### src/rtl/fifo_param.sv
// Parametrised single-clock FIFO for the switch datapath.
// Provides programmable almost-full/almost-empty thresholds, hysteretic pause and sticky error bits.
module fifo_param #(
    parameter int DATA_SIZE = 8,
    parameter int PTR_SIZE  = 3
) (
    input  logic                 clk,
    input  logic                 reset,
    input  logic                 write,
    input  logic                 read,
    input  logic [DATA_SIZE-1:0] data_in_push,
    input  logic [PTR_SIZE:0]    th_full,
    input  logic [PTR_SIZE:0]    th_empty,
    output logic [DATA_SIZE-1:0] data_out_pop,
    output logic                 valid_out,
    output logic [PTR_SIZE:0]    count,
    output logic                 fifo_empty,
    output logic                 fifo_full,
    output logic                 almost_full,
    output logic                 almost_empty,
    output logic                 fifo_pause,
    output logic [1:0]           fifo_error
);

    localparam int DEPTH = 2 ** PTR_SIZE;
    localparam logic [PTR_SIZE:0]   DEPTH_C  = (PTR_SIZE + 1)'(DEPTH);
    localparam logic [PTR_SIZE:0]   CNT_ZERO = {(PTR_SIZE + 1){1'b0}};
    localparam logic [PTR_SIZE:0]   CNT_ONE  = {{PTR_SIZE{1'b0}}, 1'b1};
    localparam logic [PTR_SIZE-1:0] PTR_ZERO = {PTR_SIZE{1'b0}};
    localparam logic [PTR_SIZE-1:0] PTR_ONE  = {{(PTR_SIZE - 1){1'b0}}, 1'b1};

    typedef enum logic {
        RUN   = 1'b0,
        PAUSE = 1'b1
    } pause_state_t;

    logic [DATA_SIZE-1:0] mem_r [DEPTH];
    logic [PTR_SIZE-1:0]  wr_ptr_r;
    logic [PTR_SIZE-1:0]  rd_ptr_r;
    logic [PTR_SIZE:0]    count_r;
    logic [DATA_SIZE-1:0] data_out_r;
    logic                 valid_r;
    pause_state_t         pause_state_r;
    logic [1:0]           error_r;

    logic empty_s;
    logic full_s;
    logic rd_ok_s;
    logic wr_ok_s;

    assign empty_s = (count_r == CNT_ZERO);
    assign full_s  = (count_r == DEPTH_C);
    // A pop frees a slot in the same cycle, so a full FIFO still takes a push alongside an accepted pop.
    assign rd_ok_s = read && !empty_s;
    assign wr_ok_s = write && (!full_s || rd_ok_s);

    assign data_out_pop = data_out_r;
    assign valid_out    = valid_r;
    assign count        = count_r;
    assign fifo_empty   = empty_s;
    assign fifo_full    = full_s;
    assign almost_full  = (count_r >= th_full);
    assign almost_empty = (count_r <= th_empty);
    assign fifo_pause   = (pause_state_r == PAUSE);
    assign fifo_error   = error_r;

    // Storage array; deliberately not cleared by reset.
    always_ff @(posedge clk) begin
        if (reset && wr_ok_s) begin
            mem_r[wr_ptr_r] <= data_in_push;
        end
    end

    // Pointers, occupancy, read port, pause hysteresis and sticky errors.
    always_ff @(posedge clk) begin
        if (!reset) begin
            wr_ptr_r      <= PTR_ZERO;
            rd_ptr_r      <= PTR_ZERO;
            count_r       <= CNT_ZERO;
            data_out_r    <= {DATA_SIZE{1'b0}};
            valid_r       <= 1'b0;
            pause_state_r <= RUN;
            error_r       <= 2'b00;
        end else begin
            if (wr_ok_s) begin
                wr_ptr_r <= wr_ptr_r + PTR_ONE;
            end
            if (rd_ok_s) begin
                rd_ptr_r   <= rd_ptr_r + PTR_ONE;
                data_out_r <= mem_r[rd_ptr_r];
                valid_r    <= 1'b1;
            end else begin
                valid_r    <= 1'b0;
            end

            case ({wr_ok_s, rd_ok_s})
                2'b10:   count_r <= count_r + CNT_ONE;
                2'b01:   count_r <= count_r - CNT_ONE;
                default: count_r <= count_r;
            endcase

            // Set has priority so overlapping thresholds resolve to PAUSE.
            case (pause_state_r)
                RUN: begin
                    if (count_r >= th_full) begin
                        pause_state_r <= PAUSE;
                    end else begin
                        pause_state_r <= RUN;
                    end
                end
                PAUSE: begin
                    if (count_r >= th_full) begin
                        pause_state_r <= PAUSE;
                    end else if (count_r <= th_empty) begin
                        pause_state_r <= RUN;
                    end else begin
                        pause_state_r <= PAUSE;
                    end
                end
                default: pause_state_r <= RUN;
            endcase

            error_r[0] <= error_r[0] | (write && !wr_ok_s);
            error_r[1] <= error_r[1] | (read && empty_s);
        end
    end

endmodule

### config.mk
export PLATFORM = sky130hd
export DESIGN_NAME = fifo_param
export DESIGN_NICKNAME = d
export VERILOG_FILES = /design/src/rtl/fifo_param.sv
export SDC_FILE = /design/constraint.sdc
export NUM_CORES = 1
export LEC_CHECK = 0
export BUFFER_PORTS_ARGS = -buffer_cell sky130_fd_sc_hd__buf_2
export CAP_MARGIN = 20
export CORE_AREA = 2 2 82 84
export CTS_CLUSTER_DIAMETER = 50
export DETAILED_ROUTE_END_ITERATION = 8
export DIE_AREA = 0 0 84 86
export PLACE_DENSITY = 0.76
export SLEW_MARGIN = 25
export SYNTH_ARGS = -nofsm -noshare
export SYNTH_HDL_FRONTEND = slang
export SYNTH_SLANG_ARGS = --single-unit
### constraint.sdc
create_clock -name clk -period 3.07 [get_ports clk]
set_input_delay 0.1535 -clock clk [delete_from_list [all_inputs] [get_ports clk]]
set_output_delay 0.1535 -clock clk [all_outputs]
set_load 0.03 [all_outputs]
==> flow_summary.yaml <==
yosys:
  netlist-cell-type-count: 38
  netlist_area_um2: 3610
  synth_edf_count: 64
  yosysTopAreaCell: "edfxtp_1"
  synthFlopType: "edfxtp_1"
  yosys_warnings: 0
  synthArstFlopShare: 0
  synthTopCellsByArea: "edfxtp_1, dfxtp_1, mux4_2"
  ys_seq_area_frac: 0.655
  yosys.area.top_type_share: 0.533
  syn-mean-instance-area_um2: 15.0
  ys_ff_latch: 86
  syn_inst: 241
  syn_nets: 274
routing:
  routedWlPerCell_um: 18.5
  top_layer: "met4"
  drc: 0
  met1_length_um: 2890
  initialDrtViolationCount: 161
  firstDrtPassIters: 4
  viasPerCell: 5.86
  antenna_left: 0
  routed_wl_um: 6890
  vias: 2179
  route.met2.wl_um: 3430
  wl_met3_um: 350
power:
  p_per_area_nw_per_um2: 798
  p_switching_w: 0.00115
  leakage_nw: 1.52
  vdd_drop_max_v: 0.000636
  switching_share: 0.347
  power.share.clock: 0.235
  internal_power_w: 0.00216
  pwr-share-seq: 0.447
  comb_power_share: 0.318
clocking:
  cts_root_buf: "clkbuf_8"
  cts_tree: "done"
  htree_levels: 3
  cts.sinks: 86
  ctsResizeCount: 0
  post-cts-setup-buffers: 0
  hold_buffers: 0
  clock_path_buffers: 2
  numCtsBuffers: 9
  cts.reportedPaths.clkPinSlew_ns: 0.09
  clkLatencyLatePin_ns: 0.36
floorplan:
  io_pins: 40
  dieArea_um2: 7220
  rows: 29
  dieWidth_um: 84
  start_util: 0.575
  core_um2: 6280
  dieHeight_um: 86
critical_path:
  cp_common_cell: "a21o_1"
  cp_cell_sequence: "nor4_2 > nor2_1 > ha_1 > a21o_1 > a21o_1 > a211o_1 > a31oi_1"
  required_ns: 3.36
  crit_type: "reg2reg"
  crit_path_max_incr_delay_ns: 0.51
  cp_top_family: "compound AO/OA/AOI/OAI gates"
  cp_max_fo: 9
  crit_path_start_kind: "flip-flop"
  crit_buf_inv: 0
  cp.arrival_ns: 2.57
  slowest_stage: "nor4_2"
  crit_path_end_kind: "flip-flop"
placed_design:
  place_area_um2: 3940
  port_buffers: 39
  gp_congestion: 0.872
  dp_hpwl_um: 4490
  dp_cells: 356
layout:
  final_common_cell: "edfxtp_1"
  nets: 323
  areaGrowthSynthToFinish_pct: 14.8
  fillers: 456
  drive_gt1_frac: 0.285
  final_cell_mix: "edfxtp_1, buf_2, dfxtp_1"
  fin_cells: 372
  fin_area_um2: 4140
  diodes: 0
sta:
  finalCritPeriodShare: 0.742
  setup_violations: 0
  rsz0062_at_grt: "false"
  drv_slew: 0
  tightestPinTransition_ns: 0.882
  finalClockSkew_ns: 0.0116
  tns_ns: 0
  finalCriticalPeriod_ns: 2.28
  max_slew_margin: 0.411
  hold_viol: 0
  clock.fmax_ghz: 0.439
status:
  status: "finished clean"
grt:
  gr-total-overflow: 0
  grt_pass1_wl_um: 11000
  grt_pass1_vias: 2220
  antenna_found_initial: 0
  grt_start_max_net_pins: 22
  grtUsageTotal: 0.207
worst_hold_path:
  hold_path.class: "in2reg"
job:
  drv_cap: 0
-- synth_stat cells, drive strengths merged (2+ instances only) --
cell type / number
dfxtp: 22
nand2: 14
and2: 3
xnor2: 2
mux4: 16
inv: 12
o21ai: 14
nor2: 9
ha: 12
nand3: 3
nor4: 4
a21oi: 19
clkbuf: 4
nand2b: 5
edfxtp: 64
nor3: 6
a21o: 2
buf: 5
mux2i: 11
-- area by class of cell --
cell class | count | area [um^2] | share of cell area
Inverter | 12 | 45.0 | 0.0109
Timing Repair Buffer | 47 | 255 | 0.0616
Sequential cell | 86 | 2360 | 0.570
Multi-Input combinational cell | 134 | 1190 | 0.287
Clock inverter | 7 | 72.6 | 0.0175
Clock buffer | 9 | 124 | 0.0299
Tap cell | 77 | 96.3 | 0.0233
-- through the flow --
stage               hold slack [ns]  worst slack (ns)   util  power [W]
CTS                          0.0558             0.767  0.659    0.00333
finish                       0.0534             0.791  0.660    0.00331
global route                 0.0486             0.653  0.660    0.00349
detailed placement            0.426             0.788  0.627    0.00256
global placement              0.424             0.856  0.627    0.00253
floorplan                     0.252             0.407      -    0.00229
-- flip-flops by register name (all words and copies together) (netlist names) --
name and cells:
mem_r 64, data_out_pop 8, count 4, rd_ptr_r 3, wr_ptr_r 3, fifo_error 2
fifo_pause 1, valid_out 1
-- power by group through the flow --
| stage | sequential [W] | combinational, W | clock (W) |
|---|---|---|---|
| after global placement | 0.00149 | 0.00104 | 0 |
| after floorplan | 0.00160 | 0.000695 | 0 |
| final | 0.00148 | 0.00105 | 0.000777 |
| after CTS | 0.00148 | 0.00106 | 0.000789 |
| after global routing | 0.00150 | 0.00115 | 0.000837 |
| after detailed placement | 0.00150 | 0.00106 | 0 |
-- cells by family after synthesis --
logic type	synth area share
flops	0.655
simple gates	0.0666
compound gates	0.0669
mux	0.133
buf+inv	0.0239
fa+ha+maj	0.0472
xor+xnor	0.00728
-- routing by layer --
metal,global-route usage,vias to the layer above
met5,0,-
met4,0.111,0
met3,0.0577,17
met2,0.342,70
met1,0.250,1064
li1,-,1028
-- path summary, 6_finish.rpt --
check                                              start                        to  slack, ns  depth (start not counted)
worst min-delay path                     data_in_push[1]     mem_r[0][1]$_DFFE_PP_       0.05                          1
worst max-delay path               count[3]$_SDFFE_PN0P_     count[3]$_SDFFE_PN0P_       0.79                          7
worst min register to register  fifo_error[0]$_SDFF_PN0_  fifo_error[0]$_SDFF_PN0_       0.47                          2
worst max register to register     count[3]$_SDFFE_PN0P_     count[3]$_SDFFE_PN0P_       0.79                          7
(Power assumes the default switching activity.)
